File: src/rtl/rom_ctrl_pkg.sv
// Shared definitions for the ROM read path: requester ids, default widths and
// the ROM read latency that the tag pipeline must match.
package rom_ctrl_pkg;

    localparam logic REQ0 = 1'b0;
    localparam logic REQ1 = 1'b1;

    localparam int ADDR_W_DEF = 8;
    localparam int DATA_W_DEF = 8;
    // rom_1port is configured with registered address and registered output
    localparam int RD_LAT_DEF = 2;

    typedef struct packed {
        logic vld;
        logic id;
    } tag_t;

endpackage

File: src/rtl/rom_rd_arbiter_if.sv
// Two-requester read bus plus the ROM-facing address/data pair.
interface rom_rd_arbiter_if #(
    parameter int ADDR_W = 8,
    parameter int DATA_W = 8
);
    logic              iws_req0;
    logic [ADDR_W-1:0] iwv_addr0;
    logic              ows_gnt0;
    logic              ows_vld0;
    logic [DATA_W-1:0] owv_data0;

    logic              iws_req1;
    logic [ADDR_W-1:0] iwv_addr1;
    logic              ows_gnt1;
    logic              ows_vld1;
    logic [DATA_W-1:0] owv_data1;

    logic [ADDR_W-1:0] owv_rom_addr;
    logic [DATA_W-1:0] iwv_rom_q;
    logic              ows_busy;

    // requesters and the ROM model sit on the master side
    modport master (
        output iws_req0, iwv_addr0, iws_req1, iwv_addr1, iwv_rom_q,
        input  ows_gnt0, ows_vld0, owv_data0,
        input  ows_gnt1, ows_vld1, owv_data1,
        input  owv_rom_addr, ows_busy
    );

    modport slave (
        input  iws_req0, iwv_addr0, iws_req1, iwv_addr1, iwv_rom_q,
        output ows_gnt0, ows_vld0, owv_data0,
        output ows_gnt1, ows_vld1, owv_data1,
        output owv_rom_addr, ows_busy
    );
endinterface

File: src/rtl/rr_arb2.sv
// Two-way round-robin grant; r_pri names the requester that wins a tie and
// flips to the other side after every grant.
module rr_arb2
    import rom_ctrl_pkg::*;
(
    input  logic iws_clk,
    input  logic iws_rst_n,
    input  logic iws_req0,
    input  logic iws_req1,
    output logic ows_gnt0,
    output logic ows_gnt1
);

    logic r_pri;

    always_comb begin
        ows_gnt0 = 1'b0;
        ows_gnt1 = 1'b0;
        if (iws_rst_n) begin
            if (iws_req0 && (!iws_req1 || r_pri == REQ0)) begin
                ows_gnt0 = 1'b1;
            end else if (iws_req1) begin
                ows_gnt1 = 1'b1;
            end
        end
    end

    always_ff @(posedge iws_clk) begin
        if (!iws_rst_n) begin
            r_pri <= REQ0;
        end else if (ows_gnt0) begin
            r_pri <= REQ1;
        end else if (ows_gnt1) begin
            r_pri <= REQ0;
        end
    end

endmodule

File: src/rtl/rom_rd_arbiter.sv
// Shares one rom_1port between two requesters; a tag pipeline matched to the
// ROM latency steers each returning word back to the requester that issued it.
module rom_rd_arbiter
    import rom_ctrl_pkg::*;
#(
    parameter int ADDR_W = ADDR_W_DEF,
    parameter int DATA_W = DATA_W_DEF,
    parameter int RD_LAT = RD_LAT_DEF
) (
    input  logic             iws_clk,
    input  logic             iws_rst_n,
    rom_rd_arbiter_if.slave  bus
);

    localparam int LAST = RD_LAT - 1;

    logic              gnt_any;
    logic              gnt_id;
    logic [ADDR_W-1:0] gnt_addr;
    logic [ADDR_W-1:0] r_addr_hold;
    logic [DATA_W-1:0] r_data0;
    logic [DATA_W-1:0] r_data1;
    tag_t              r_tag [RD_LAT];
    logic              ret_vld0;
    logic              ret_vld1;
    logic              busy;

    rr_arb2 u_arb (
        .iws_clk   (iws_clk),
        .iws_rst_n (iws_rst_n),
        .iws_req0  (bus.iws_req0),
        .iws_req1  (bus.iws_req1),
        .ows_gnt0  (bus.ows_gnt0),
        .ows_gnt1  (bus.ows_gnt1)
    );

    assign gnt_any  = bus.ows_gnt0 | bus.ows_gnt1;
    assign gnt_id   = bus.ows_gnt1 ? REQ1 : REQ0;
    assign gnt_addr = bus.ows_gnt1 ? bus.iwv_addr1 : bus.iwv_addr0;

    // holding the last address keeps the ROM input quiet while idle
    assign bus.owv_rom_addr = gnt_any ? gnt_addr : r_addr_hold;

    assign ret_vld0 = r_tag[LAST].vld && (r_tag[LAST].id == REQ0);
    assign ret_vld1 = r_tag[LAST].vld && (r_tag[LAST].id == REQ1);

    always_ff @(posedge iws_clk) begin
        if (!iws_rst_n) begin
            for (int i = 0; i < RD_LAT; i++) begin
                r_tag[i] <= '0;
            end
            r_addr_hold <= '0;
            r_data0     <= '0;
            r_data1     <= '0;
        end else begin
            r_tag[0].vld <= gnt_any;
            r_tag[0].id  <= gnt_id;
            for (int i = 1; i < RD_LAT; i++) begin
                r_tag[i] <= r_tag[i-1];
            end
            if (gnt_any) begin
                r_addr_hold <= gnt_addr;
            end
            if (ret_vld0) begin
                r_data0 <= bus.iwv_rom_q;
            end
            if (ret_vld1) begin
                r_data1 <= bus.iwv_rom_q;
            end
        end
    end

    always_comb begin
        busy = 1'b0;
        for (int i = 0; i < RD_LAT; i++) begin
            busy = busy | r_tag[i].vld;
        end
    end

    // returning word is visible in its vld cycle and then held by the register
    assign bus.ows_vld0  = ret_vld0;
    assign bus.ows_vld1  = ret_vld1;
    assign bus.owv_data0 = ret_vld0 ? bus.iwv_rom_q : r_data0;
    assign bus.owv_data1 = ret_vld1 ? bus.iwv_rom_q : r_data1;
    assign bus.ows_busy  = busy;

endmodule

File: src/flat_wrapper.sv
// flat-port wrapper written by rule: the top's interface ports become plain ports
module rom_rd_arbiter_flat import rom_ctrl_pkg::*;
#(
    parameter int ADDR_W = ADDR_W_DEF,
    parameter int DATA_W = DATA_W_DEF,
    parameter int RD_LAT = RD_LAT_DEF
)
  (iws_clk, iws_rst_n, bus_iws_req0, bus_iwv_addr0, bus_iws_req1, bus_iwv_addr1, bus_iwv_rom_q, bus_ows_gnt0, bus_ows_vld0, bus_owv_data0, bus_ows_gnt1, bus_ows_vld1, bus_owv_data1, bus_owv_rom_addr, bus_ows_busy);
  rom_rd_arbiter_if #(.ADDR_W(ADDR_W), .DATA_W(DATA_W)) bus_i ();
  input  logic iws_clk;
  input  logic iws_rst_n;
  input wire logic [$bits(bus_i.iws_req0)-1:0] bus_iws_req0;
  input wire logic [$bits(bus_i.iwv_addr0)-1:0] bus_iwv_addr0;
  input wire logic [$bits(bus_i.iws_req1)-1:0] bus_iws_req1;
  input wire logic [$bits(bus_i.iwv_addr1)-1:0] bus_iwv_addr1;
  input wire logic [$bits(bus_i.iwv_rom_q)-1:0] bus_iwv_rom_q;
  output wire logic [$bits(bus_i.ows_gnt0)-1:0] bus_ows_gnt0;
  output wire logic [$bits(bus_i.ows_vld0)-1:0] bus_ows_vld0;
  output wire logic [$bits(bus_i.owv_data0)-1:0] bus_owv_data0;
  output wire logic [$bits(bus_i.ows_gnt1)-1:0] bus_ows_gnt1;
  output wire logic [$bits(bus_i.ows_vld1)-1:0] bus_ows_vld1;
  output wire logic [$bits(bus_i.owv_data1)-1:0] bus_owv_data1;
  output wire logic [$bits(bus_i.owv_rom_addr)-1:0] bus_owv_rom_addr;
  output wire logic [$bits(bus_i.ows_busy)-1:0] bus_ows_busy;
  assign bus_i.iws_req0 = bus_iws_req0;
  assign bus_i.iwv_addr0 = bus_iwv_addr0;
  assign bus_i.iws_req1 = bus_iws_req1;
  assign bus_i.iwv_addr1 = bus_iwv_addr1;
  assign bus_i.iwv_rom_q = bus_iwv_rom_q;
  assign bus_ows_gnt0 = bus_i.ows_gnt0;
  assign bus_ows_vld0 = bus_i.ows_vld0;
  assign bus_owv_data0 = bus_i.owv_data0;
  assign bus_ows_gnt1 = bus_i.ows_gnt1;
  assign bus_ows_vld1 = bus_i.ows_vld1;
  assign bus_owv_data1 = bus_i.owv_data1;
  assign bus_owv_rom_addr = bus_i.owv_rom_addr;
  assign bus_ows_busy = bus_i.ows_busy;
  rom_rd_arbiter #(.ADDR_W(ADDR_W), .DATA_W(DATA_W), .RD_LAT(RD_LAT)) u_core (.iws_clk(iws_clk), .iws_rst_n(iws_rst_n), .bus(bus_i));
endmodule
File: config.mk
export PLATFORM = sky130hd
export DESIGN_NAME = rom_rd_arbiter_flat
export DESIGN_NICKNAME = d
export VERILOG_FILES = /design/src/rtl/rom_ctrl_pkg.sv /design/src/rtl/rom_rd_arbiter_if.sv /design/src/rtl/rr_arb2.sv /design/src/rtl/rom_rd_arbiter.sv /design/src/flat_wrapper.sv
export SDC_FILE = /design/constraint.sdc
export NUM_CORES = 1
export LEC_CHECK = 0
export BUFFER_PORTS_ARGS = -buffer_cell sky130_fd_sc_hd__buf_2
export CORE_ASPECT_RATIO = 2
export CORE_MARGIN = 3
export CORE_UTILIZATION = 41
export DETAILED_ROUTE_END_ITERATION = 10
export MAX_ROUTING_LAYER = met4
export PLACE_DENSITY = 0.74
export SYNTH_ARGS = -nofsm -noshare
export SYNTH_HDL_FRONTEND = slang
export SYNTH_SLANG_ARGS = --single-unit
File: constraint.sdc
create_clock -name iws_clk -period 1.15 [get_ports iws_clk]
set_input_delay 0.23 -clock iws_clk [delete_from_list [all_inputs] [get_ports iws_clk]]
set_output_delay 0.23 -clock iws_clk [all_outputs]
set_load 0.05 [all_outputs]
### Word level (Yosys, flattened, before mapping)

Memories as Yosys holds them, arrays and structs flattened.
Index checks and enable logic that the tools add are counted.

| storage, ports and cells | value |
|---|---|
| register bits | 25 |
| RAM bits | 4 |
| input bits | 28 |
| output and inout bits | 29 |
| logic and storage cells | 35 |
| memories kept | 1 |

| cells by class | value |
|---|---|
| mux-type cells | 17 |
| bitwise logic cells | 7 |
| reduce and logical (&&, ||, !) cells | 6 |

Memories:

| name | depth | bits a word | read ports | clocked after Yosys merged registers in | write ports | RTL line | source |
|---|---|---|---|---|---|---|---|
| u_core.r_tag | 2 | 2 | 2 | 0 | 2 | rom_rd_arbiter.sv:23 | `tag_t r_tag [RD_LAT];` |

Operators by type and width:

| operator | number |
|---|---|
| 8-bit two-way mux | 4 |
| 1-bit two-way mux | 12 |
| 1-bit OR | 5 |
| 1-bit logical AND | 3 |
| 2-bit two-way mux | 1 |
| 1-bit NOT | 2 |
| 2-bit nonzero test | 1 |
| 1-bit logical NOT | 1 |
| 1-bit logical OR | 1 |

### Longest topological paths before layout

Gate-level depths: netlist (run 1).

| logic depth | value |
|---|---|
| word-level depth | 7 |
| gate-level depth with buffers | 5 |
| mapped depth without buffers | 4 |

### Cells and area by module

From an unflattened synthesis (run 1), not the netlist that was laid out.

| second synthesis, totals | value |
|---|---|
| cell total of the unflattened synthesis | 131 |
| area, all modules | 1280.0 µm² |

By module, submodules not included:

| module | times used | cells each | area an instance (µm²) | seq. area each (µm²) |
|---|---|---|---|---|
| rom_rd_arbiter | 1 | 124 | 1217.4 | 560.5 |
| rr_arb2 | 1 | 7 | 62.6 | 20.0 |

### Worst setup path before layout (run 1)

Ideal clock, no wire load.

| timing path | value |
|---|---|
| path type | register to output |
| start | reg u_core.u_arb.r_pri |
| end | out bus_owv_rom_addr[0] |
| arrival | 1.494 ns |
| data required time | 0.920 ns |
| path slack | -0.574 ns |
| cell stages (with the launch flop) | 4 |
| path buffers | 0 |
| cell sequence | dfxtp_1 > and2b_1 > o21ai_0 > a21oi_1 |

| between the ends | value |
|---|---|
| word-level cells in the longest chain between the ends | 7 |
| elaborated cells between the ends (all ways) | 10 |
| classes of those cells | mux (6); bitwise (2); reduce/logical (2) |

RTL lines:

| item | RTL line | source |
|---|---|---|
| from (decl) | rr_arb2.sv:14 | `logic r_pri;` |
| from (signal assigned) | rr_arb2.sv:30 | `r_pri <= REQ0;` |
| from (signal assigned) | rr_arb2.sv:32 | `r_pri <= REQ1;` |
| from (signal assigned) | rr_arb2.sv:34 | `r_pri <= REQ0;` |
| 1-bit NOT * | rr_arb2.sv:20 | `if (iws_req0 && (!iws_req1 \|\| r_pri == REQ0)) begin` |
| 1-bit logical OR * | rr_arb2.sv:20 |  |
| 1-bit logical AND * | rr_arb2.sv:20 |  |
| 1-bit two-way mux | rr_arb2.sv:20 |  |
| 1-bit two-way mux | rr_arb2.sv:19 | `if (iws_rst_n) begin` |
| 8-bit two-way mux or 1-bit OR (tied branches) | rom_rd_arbiter.sv:39, rom_rd_arbiter.sv:37 |  |
| 8-bit two-way mux * | rom_rd_arbiter.sv:42 | `assign bus.owv_rom_addr = gnt_any ? gnt_addr : r_addr_hold;` |
| to (decl) | flat_wrapper.sv:23 | `output wire logic [$bits(bus_i.owv_rom_addr)-1:0] bus_owv_rom_addr;` |

Mark *: on every way between the ends. The rest lies on a longest branch, timed or not.

### Worst setup path in the final report (run 1)

| timing path | value |
|---|---|
| start | reg u_core.u_arb.r_pri |
| end | out bus_owv_rom_addr[6] |

Same word-level chain as after synthesis.

==> flow_summary_export.csv, run 1 <==
group,metric,value,unit
sta,fmax,0.611,GHz
synthesis,synth_area,1290,um2
detailed_routing,viasPerCell,5.50,
die,die_w,45.6,um
clocking,clk_pin_slew,70,ps
critical_path,arrival,1410,ps
worst_hold_path,min_to,"u_core.r_addr_hold[5]",
die,initial_core_util,0.432,
synthesis,netlist.area_leader.share,0.451,
worst_hold_path,worstHoldPathCells,3,
layout,area.growth.synth_to_final,90.5,%
detailed_routing,met2WireLength,2.65,mm
detailed_routing,drt_iter0_markers,26,
clocking,cts-htree-levels,2,
global_routing,grt_pass1_vias,1444,
synthesis,synth_most_common_cell,"dfxtp_1",
layout,design_area,2450,um2
synthesis,yosysWarnings,0,
die,core,2980,um2
critical_path,slowest_delay,360,ps
synthesis,ys_async_sr_fraction,0,
sta,fin_crit_sh,1.42,
global_routing,antenna_found_initial,0,
critical_path,crit_fanout,6,
detailed_routing,routed.top_layer,"met4",
detailed_routing,dr_total_vias,1332,
global_routing,grt_pass1_wl,6.99,mm
pwr,p_sw,0.000974,W
detailed_routing,wirelength_met1,1.51,mm
sta,hold_violations,0,
synthesis,synthTopCellsByArea,"dfxtp_1 45%, mux2_4 9.3%, and2_1 8.3%",
synthesis,yosysSeqAreaShare,0.451,
pwr,p_total,0.00284,W
layout,final_nets,239,
synthesis,synth.avg_cell_area,9.60,um2
critical_path,crit_required,920,ps
detailed_routing,first_pass_iters,4,
layout,drive_above_1_share,0.726,
critical_path,cpMaxStageDelayCell,"dfxtp_4",
pwr,pwr-share-seq,0.381,
sta,min_period,1640,ps
pwr,pwr-share-comb,0.335,
global_routing,grt_overflow,0,
pwr,leakage,1.08,nW
die,ioPinCount,57,
detailed_routing,route.detailed.drc,0,
detailed_routing,routedWlPerCell,18.6,um
job,cap_viol_max_count,0,
pwr,vdd_drop_max,0.00111,V
sta,finClkSkew,6.31,ps
synthesis,yosys_register_bits,29,
status,failed_checks,"setup timing",
sta,worst_pin_slew,577,ps
pwr,power.density,1160,nW/um2
die,dieArea,3890,um2
pwr,clock_power_share,0.284,
critical_path,crit_path_start_kind,"flip-flop",
synthesis,ys_types,22,
sta,whs,251,ps
die,die_y,85.2,um
layout,diodes,0,
clocking,clock_latency,280,ps
clocking,clock-sinks,29,
detailed_routing,antenna_left,0,
critical_path,r2r_cells,4,
detailed_routing,wl_met3,250,um
global_routing,grt_max_degree,20,
global_routing,grt_usage,0.248,
critical_path,r2r-start,"u_core.r_tag[0][3]",
critical_path,crit_family,"flip-flops",
pwr,switching_share,0.343,
critical_path,reg2reg_to,"u_core.r_data0[5]",
worst_hold_path,hp-class,"in2reg",
synthesis,postSynthCellCount,134,
clocking,clockRootBuffer,"clkbuf_8",
clocking,numCtsBuffers,5,
synthesis,post-synth-top-area-cell,"dfxtp_1",
critical_path,crit_buf_inv,1,
synthesis,ys_top_cells_by_count,"29 x dfxtp_1, 18 x a21oi_1, 17 x and2_1",
placement,place.gp.congestion,0.738,
critical_path,r2r_slack,-110,ps
synthesis,synth_edf_count,0,
clocking,hold_buffers,0,
synthesis,synth_flop_cell,"dfxtp_1",
sta,drv_slew,0,
sta,finalSetupViolCount,33,
sta,fin_ws,-487,ps
placement,port_buffers,56,
clocking,cts_tree,"built",
synthesis,synth.net_count,162,
placement,place_hpwl,2.54,mm
detailed_routing,routed_wl,4.50,mm
layout,stdcell_count,242,
worst_hold_path,hp-start,"bus_iwv_addr0[5]",
critical_path,path_class,"reg2out",
critical_path,crit_chain,"and2b_4 > o21ai_2 > a21oi_4 > buf_6",
sta,rsz0062_at_grt,"yes",
status,outcome,"complete, but fails checks",
layout,final_core_util,0.823,
placement,placedCellCount,223,
critical_path,cp-end-kind,"primary output",
sta,slew-limit-headroom,0.615,
pwr,cellInternalPower,0.00187,W
die,rows,28,
clocking,clk_path_buf_depth,2,
placement,placed_area,1870,um2
==> worst reg2reg max path: stages (launching register included) <==
cell and delay (ps):
dfxtp_4 460, nand2b_4 130, mux2_4 340, buf_6 120, and2_4 120
==> worst max path at each step <==
stage | from | to | slack, ps | depth (start not counted)
floorplan | u_core.u_arb.r_pri | bus_owv_rom_addr[0] | -150 | 4
global placement | bus_iws_req1 | bus_owv_rom_addr[0] | -300 | 6
detailed placement | bus_iws_req1 | bus_owv_rom_addr[5] | -330 | 6
CTS | u_core.u_arb.r_pri | bus_owv_rom_addr[5] | -460 | 4
global route | u_core.u_arb.r_pri | bus_owv_rom_addr[6] | -530 | 4
finish | u_core.u_arb.r_pri | bus_owv_rom_addr[6] | -490 | 4
==> placed cells by master, fill, tap and decap left out, drive strengths merged <==
cell type,count
buf,73
dfxtp,29
and2,18
a21oi,18
o21ai,17
mux2,16
nor2,8
a31oi,8
clkbuf,6
nand2b,4
inv,4
nand2,3
and2b,2
clkinv,2
and3,2
or2,1
nor2b,1
==> cell families (layout without fill, tap and decap cells) <==
family,count (synthesis),count (layout),share of synthesized area
compound gates,43,43,0.184
mux,16,16,0.163
buf+inv,11,85,0.0457
flops,29,29,0.451
simple gates,35,39,0.156
==> repair_timing <==
item | CTS | global route
pin swaps | 2 | 5
buffers inserted | 2 | 5
gates resized for setup | 82 | 31
cloned | 4 | 0
endpoints found under the hold margin | 0 | 0
endpoints found under the setup margin | 44 | 45
==> per-stage QoR <==
| stage | setup slack (ps) | setup TNS [ps] |
|---|---|---|
| global placement | -301 | -5100 |
| CTS | -459 | -10760 |
| floorplan | -149 | -2830 |
| global route | -529 | -12840 |
| detailed placement | -331 | -5750 |
| finish | -487 | -11440 |
==> per-layer routing <==
metal | global-route usage | vias to the layer above
met1 | 0.245 | 643
met4 | 0.0960 | 0
met5 | - | -
met2 | 0.447 | 58
li1 | - | 622
met3 | 0.0425 | 9
==> sequential cells by signal, summed over array words and instances (netlist names) <==
name / flops
u_core.r_data1: 8
u_core.r_data0: 8
u_core.r_tag: 4
u_core.u_arb.r_pri: 1
u_core.r_addr_hold: 8
==> area by class of cell <==
| cell class | instances | area, um2 |
|---|---|---|
| clock buffers | 6 | 72.6 |
| clock inverters | 2 | 10.0 |
| fillers | 162 | 528 |
| inverters | 4 | 17.5 |
| multi-input cells | 98 | 1060 |
| flip-flops and latches | 29 | 592 |
| well taps | 30 | 37.5 |
| repair buffers | 73 | 659 |
==> power groups by stage <==
stage | Combinational [W] | Clock (W) | Sequential (W)
final | 0.000952 | 0.000806 | 0.00108
after global routing | 0.000997 | 0.000873 | 0.00109
after CTS | 0.000888 | 0.000823 | 0.00108
after detailed placement | 0.000713 | 0 | 0.00110
after global placement | 0.000698 | 0 | 0.00109
after floorplan | 0.000542 | 0 | 0.00109
(Power assumes the default switching activity.)
==> inputs of run 2 (changes only) <==
--- a/config.mk
+++ b/config.mk
@@ -10,6 +10,7 @@
 export CORE_MARGIN = 3
 export CORE_UTILIZATION = 41
 export DETAILED_ROUTE_END_ITERATION = 10
+export GPL_TIMING_DRIVEN = 0
 export MAX_ROUTING_LAYER = met4
 export PLACE_DENSITY = 0.74
 export SYNTH_ARGS = -nofsm -noshare
==> constraint.sdc (replaced) <==
create_clock -name iws_clk -period 1.15 [get_ports iws_clk]
set_input_delay 0.23 -clock iws_clk [delete_from_list [all_inputs] [get_ports iws_clk]]
set_output_delay 0.23 -clock iws_clk [all_outputs]
set_load 0.005 [all_outputs]
==> run 2 against run 1 <==
Clock-buffer cell count fell by 1. Highest routed layer unchanged. Clock power decreased by 0.5%. Combinational power is 37% lower. Final area fell by 13%. Cell count rose by 0.41%. Largest power group unchanged. Worst setup slack improved by 69 ps. Critical path type unchanged. The run still ends with setup timing left. Critical path depth unchanged.
==> flow_summary_export.csv, run 2 (synthesis results as in run 1) <==
group,metric,value,unit
status,outcome,"complete, but fails checks",
status,failed_checks,"setup timing",
critical_path,arrival,1340,ps
critical_path,worstSetupEndpoint,"bus_owv_data0[5]",
layout,design_area,2140,um2
placement,place.gp.congestion,0.753,
clocking,hold_buffers,0,
critical_path,reg2reg_to,"u_core.r_data0[0]",
sta,min_period,1570,ps
sta,fmax,0.638,GHz
detailed_routing,route.detailed.drc,0,
layout,top_regs,"u_core.r_addr_hold: 8 flops, u_core.r_data0: 8 flops, u_core.r_data1: 8 flops",
sta,slew-limit-headroom,0.729,
layout,area.growth.synth_to_final,66.6,%
detailed_routing,viasPerCell,5.37,
die,dieArea,3890,um2
global_routing,grt_overflow,0,
critical_path,path_class,"reg2out",
job,cap_viol_max_count,0,
clocking,cts_tree,"built",
detailed_routing,dr_total_vias,1305,
clocking,clk_pin_slew,60,ps
global_routing,antenna_found_initial,0,
pwr,p_sw,0.000693,W
critical_path,r2r-start,"u_core.r_tag[0][2]",
detailed_routing,routed_wl,3.95,mm
sta,fin_ws,-418,ps
sta,drv_slew,0,
critical_path,r2r_cells,5,
global_routing,grt_pass1_wl,5.73,mm
layout,final_nets,240,
clocking,clk_path_buf_depth,2,
die,ioPinCount,57,
layout,diodes,0,
layout,drive_above_1_share,0.662,
sta,finalSetupViolCount,37,
die,core,2980,um2
sta,hold_violations,0,
detailed_routing,antenna_left,0,
clocking,clock_latency,270,ps
sta,worst_pin_slew,407,ps
placement,port_buffers,56,
die,rows,28,
die,die_w,45.6,um
critical_path,crit_fanout,5,
clocking,cts-htree-levels,2,
pwr,clock_power_share,0.323,
critical_path,setup.worst_path.start,"u_core.r_tag[0][2]",
sta,finClkSkew,4.60,ps
layout,fill_cells,221,
critical_path,crit_required,920,ps
global_routing,grt_pass1_vias,1255,
clocking,clockRootBuffer,"clkbuf_8",
worst_hold_path,hp-class,"in2reg",
layout,layout_commonest_cell,"buf_2",
sta,fin_crit_sh,1.36,
pwr,p_total,0.00248,W
pwr,switching_share,0.279,
pwr,cellInternalPower,0.00179,W
critical_path,crit_path_start_kind,"flip-flop",
global_routing,grt_max_degree,11,
detailed_routing,drt_iter0_markers,30,
die,die_y,85.2,um
pwr,vdd_drop_max,0.000935,V
clocking,clock-sinks,29,
critical_path,cp-end-kind,"primary output",
pwr,pwr-share-seq,0.434,
sta,rsz0062_at_grt,"yes",
pwr,pwr-share-comb,0.243,
placement,placed_area,1600,um2
global_routing,grt_usage,0.204,
clocking,numCtsBuffers,5,
layout,layout_common_cells,"45 x buf_2, 26 x dfxtp_1, 18 x buf_6",
detailed_routing,first_pass_iters,4,
layout,multi_input_area,872,um2
detailed_routing,routedWlPerCell,16.2,um
die,initial_core_util,0.432,
placement,place_hpwl,2.42,mm
critical_path,r2r_slack,-170,ps
pwr,power.density,1160,nW/um2
layout,seqCellArea,587,um2
pwr,leakage,1.02,nW
==> run 2: changes by cell type in the layout (fill, tap and decap cells not counted), sizes merged <==
cell      previous run  this run
nand2b               4         2
clkbuf               6         8
clkinvlp             0         1
nand2                3         2
buf                 73        74
==> run 2: cell type report <==
type,instances,share of cell area
inverters,4,0.00701
repair buffers,70,0.226
plain buffers,7,0.0286
well taps,30,0.0175
multi-input cells,95,0.407
flip-flops and latches,29,0.274
clock inverters,3,0.00817
clock buffers,5,0.0321
==> run 2: worst max-delay path: stages, from the launching register on <==
cell and delay, ps:
dfxtp_2 350, nand2b_4 150, buf_8 130, mux2_4 310, buf_6 120
==> run 2: worst min-delay path by stage <==
stage / startpoint / end / slack [ps] / depth (start not counted)
after floorplan: u_core.r_tag[0][0] / u_core.r_tag[0][2] / 410 / 1
after global placement: u_core.r_tag[0][0] / u_core.r_tag[0][2] / 420 / 1
after detailed placement: u_core.r_tag[0][0] / u_core.r_tag[0][2] / 440 / 1
after CTS: bus_iwv_addr0[0] / u_core.r_addr_hold[0] / 220 / 3
after global routing: bus_iwv_addr0[0] / u_core.r_addr_hold[0] / 230 / 3
final: bus_iwv_addr0[0] / u_core.r_addr_hold[0] / 230 / 3
==> run 2: metrics by stage <==
stage / TNS, ps / setup WS [ps] / instances / util / hold slack, ps
detailed placement: -4840 / -311 / 220 / 0.539 / 435
global placement: -3990 / -268 / 220 / 0.539 / 417
CTS: -10080 / -424 / 236 / 0.686 / 217
global route: -12360 / -464 / 243 / 0.720 / 227
floorplan: 0 / 5.39 / 134 / - / 412
finish: -10680 / -418 / 243 / 0.720 / 231
==> run 2: what timing repair did <==
item                                    CTS  global route
buffers inserted                          5             8
endpoints found under the setup margin   46            40
gates resized for setup                  71            14
gates cloned                              3             0
pin swaps                                14             5
==> run 2: power groups by stage <==
stage	Sequential (W)	Clock (W)	Combinational [W]
3_5_place_dp	0.00109	0	0.000363
3_3_place_gp	0.00109	0	0.000352
5_1_grt	0.00108	0.000872	0.000644
2_1_floorplan	0.00109	0	0.000208
4_1_cts	0.00107	0.000833	0.000539
6_report	0.00108	0.000802	0.000603
==> run 2: metal layers <==
layer  wire (um)  part of all wire  vias up  GRT usage
met3         284             0.072        7     0.0382
met1        1350              0.34      604      0.197
met2        2280              0.58       71      0.375
met5           0                 0        -          -
met4          32            0.0081        0     0.0693
li1            -                 -      623          -
==> inputs of run 3 (changes only) <==
--- a/config.mk
+++ b/config.mk
@@ -5,14 +5,16 @@
 export SDC_FILE = /design/constraint.sdc
 export NUM_CORES = 1
 export LEC_CHECK = 0
+export ABC_AREA = 1
 export BUFFER_PORTS_ARGS = -buffer_cell sky130_fd_sc_hd__buf_2
+export CAP_MARGIN = 20
 export CORE_ASPECT_RATIO = 2
 export CORE_MARGIN = 3
-export CORE_UTILIZATION = 41
+export CORE_UTILIZATION = 42
 export DETAILED_ROUTE_END_ITERATION = 10
 export GPL_TIMING_DRIVEN = 0
 export MAX_ROUTING_LAYER = met4
-export PLACE_DENSITY = 0.74
+export PLACE_DENSITY = 0.75
 export SYNTH_ARGS = -nofsm -noshare
 export SYNTH_HDL_FRONTEND = slang
 export SYNTH_SLANG_ARGS = --single-unit
==> run 3 against run 2 <==
The run still ends with setup timing left. Clock skew hardly changed. Cell count is 28% higher. First-iteration DRC count is 57% lower. Sequential power hardly changed. Worst setup slack worse by 140 ps. Wire length is 10% higher. Critical path type unchanged. Largest power group unchanged.
==> flow_summary_export.csv, run 3 <==
group,metric,value,unit
synthesis,synth_edf_count,0,
critical_path,r2r_slack,-190,ps
layout,drive_above_1_share,0.668,
layout,stdcell_count,310,
pwr,vdd_drop_max,0.00102,V
pwr,cellInternalPower,0.00202,W
die,core,3010,um2
die,die_w,45.8,um
global_routing,grt_overflow,0,
critical_path,arrival,1480,ps
global_routing,busiest_layer,"met2",
die,rows,28,
detailed_routing,routedWlPerCell,14.0,um
synthesis,netlist.area_leader.share,0.435,
global_routing,grt_pass1_vias,1526,
synthesis,synth.avg_cell_area,6.88,um2
pwr,clock_power_share,0.316,
global_routing,grtUsageMet1,0.232,
clocking,clockRootBuffer,"clkbuf_8",
worst_hold_path,hp-class,"in2reg",
sta,fmax,0.586,GHz
clocking,clock-sinks,29,
placement,port_buffers,56,
clocking,cts_tree,"built",
critical_path,crit_fanout,5,
critical_path,path_class,"reg2out",
layout,final_core_util,0.816,
global_routing,gr-usage-met3,0.0588,
critical_path,crit_required,920,ps
synthesis,ys_async_sr_fraction,0,
sta,fin_setup_tns,-14070,ps
layout,layout_commonest_cell,"buf_2",
synthesis,ys_types,17,
die,die_y,85.7,um
sta,finalSetupViolCount,46,
layout,area.growth.synth_to_final,84.4,%
sta,drv_slew,0,
synthesis,synthTopCellsByArea,"dfxtp_1 44%, inv_1 14%, nand2_1 10%",
synthesis,yosysSeqAreaShare,0.435,
global_routing,grt_pass1_wl,6.81,mm
synthesis,synth.net_count,222,
placement,place_hpwl,2.29,mm
synthesis,postSynthCellCount,194,
sta,finClkSkew,4.66,ps
synthesis,yosys_register_bits,29,
synthesis,synth_flop_cell,"dfxtp_1",
clocking,clk_pin_slew,60,ps
pwr,p_total,0.00288,W
synthesis,post-synth-top-area-cell,"dfxtp_1",
global_routing,antenna_found_initial,0,
pwr,pwr-share-comb,0.305,
pwr,leakage,1.36,nW
synthesis,yosysWarnings,0,
clocking,clock_latency,280,ps
global_routing,grt_max_degree,11,
layout,diodes,0,
placement,place.gp.congestion,0.703,
detailed_routing,routed_wl,4.35,mm
pwr,switching_share,0.299,
detailed_routing,route.detailed.drc,0,
pwr,pwr-share-seq,0.378,
critical_path,cp-end-kind,"primary output",
detailed_routing,first_pass_iters,4,
sta,worst_pin_slew,616,ps
die,dieArea,3930,um2
detailed_routing,dr_total_vias,1474,
pwr,p_sw,0.000863,W
global_routing,grt_usage,0.245,
global_routing,grtUsageMet2,0.420,
synthesis,synth_most_common_cell,"inv_1",
synthesis,ys_top_cells_by_count,"50 x inv_1, 36 x nand2_1, 29 x dfxtp_1",
clocking,hold_buffers,0,
sta,rsz0062_at_grt,"yes",
clocking,numCtsBuffers,5,
layout,fill_cells,180,
status,outcome,"complete, but fails checks",
sta,min_period,1710,ps
detailed_routing,antenna_left,0,
placement,placedCellCount,280,
clocking,clk_path_buf_depth,2,
job,cap_viol_max_count,0,
die,ioPinCount,57,
synthesis,synth_area,1330,um2
sta,hold_violations,0,
layout,final_nets,307,
detailed_routing,drt_iter0_markers,13,
clocking,cts-htree-levels,2,
sta,fin_ws,-556,ps
die,initial_core_util,0.443,
detailed_routing,viasPerCell,4.75,
layout,layout_common_cells,"49 x buf_2, 34 x inv_1, 26 x dfxtp_1",
sta,slew-limit-headroom,0.589,
critical_path,crit_path_start_kind,"flip-flop",
layout,top_regs,"u_core.r_addr_hold: 8 flops, u_core.r_data0: 8 flops, u_core.r_data1: 8 flops",
pwr,power.density,1170,nW/um2
sta,fin_crit_sh,1.48,
status,failed_checks,"setup timing",
sta,whs,228,ps
run 3: critical path: stages (launching register included):
cell and delay, ps:
dfxtp_2 350, or2_1 240, buf_6 140, buf_12 140
o21ai_4 150, inv_2 60, buf_6 110
run 3: cell type report:
type	instances	area [um2]	share of cell area
plain buffers	4	38.8	0.0158
clock buffers	7	96.3	0.0392
clock inverters	1	5.00	0.00203
inverters	52	218	0.0885
multi-input cells	110	937	0.381
flip-flops and latches	29	587	0.239
well taps	30	37.5	0.0153
repair buffers	77	541	0.220
run 3: path summary, 6_finish.rpt:
check,cells after the start,endpoint,startpoint
worst min register to register,2,u_core.r_tag[0][2],u_core.r_tag[0][0]
worst max-delay path,6,bus_owv_data0[3],u_core.r_tag[0][2]
worst max register to register,9,u_core.r_addr_hold[4],u_core.u_arb.r_pri
worst min-delay path,3,u_core.r_tag[0][2],iws_rst_n
run 3: cell families (layout without fill, tap and decap cells):
logic type             Yosys count  in the layout  synth area share
AOI/OAI and AO/OA               17             17            0.0863
buffers and inverters           56            141             0.172
DFF                             29             29             0.435
and+or+nand+nor                 92             93             0.307
run 3: through the flow:
step | area, um2 | setup WS, ps
after floorplan | 1340 | -72.9
after global placement | 1660 | -276
after detailed placement | 1660 | -271
after CTS | 2250 | -560
after global routing | 2460 | -616
final | 2460 | -556
run 3: timing repair:
action,4_1_cts,5_1_grt
setup endpoints to repair,49,49
pin swaps,22,19
gates resized for setup,77,67
buffers inserted,28,7
gates cloned,2,0
run 3: power by group through the flow:
stage | Clock (W) | Combinational, W | Sequential (W)
CTS | 0.000936 | 0.000721 | 0.00109
finish | 0.000913 | 0.000880 | 0.00109
floorplan | 0 | 0.000269 | 0.00110
global placement | 0 | 0.000441 | 0.00110
detailed placement | 0 | 0.000447 | 0.00111
global route | 0.000990 | 0.000955 | 0.00110
run 3: routing by layer:
| layer | routed length (um) | share of wire | up-vias |
|---|---|---|---|
| li1 | - | - | 737 |
| met1 | 1480 | 0.34 | 676 |
| met2 | 2560 | 0.59 | 48 |
| met3 | 174 | 0.040 | 13 |
| met4 | 127 | 0.029 | 0 |
| met5 | 0 | 0 | - |
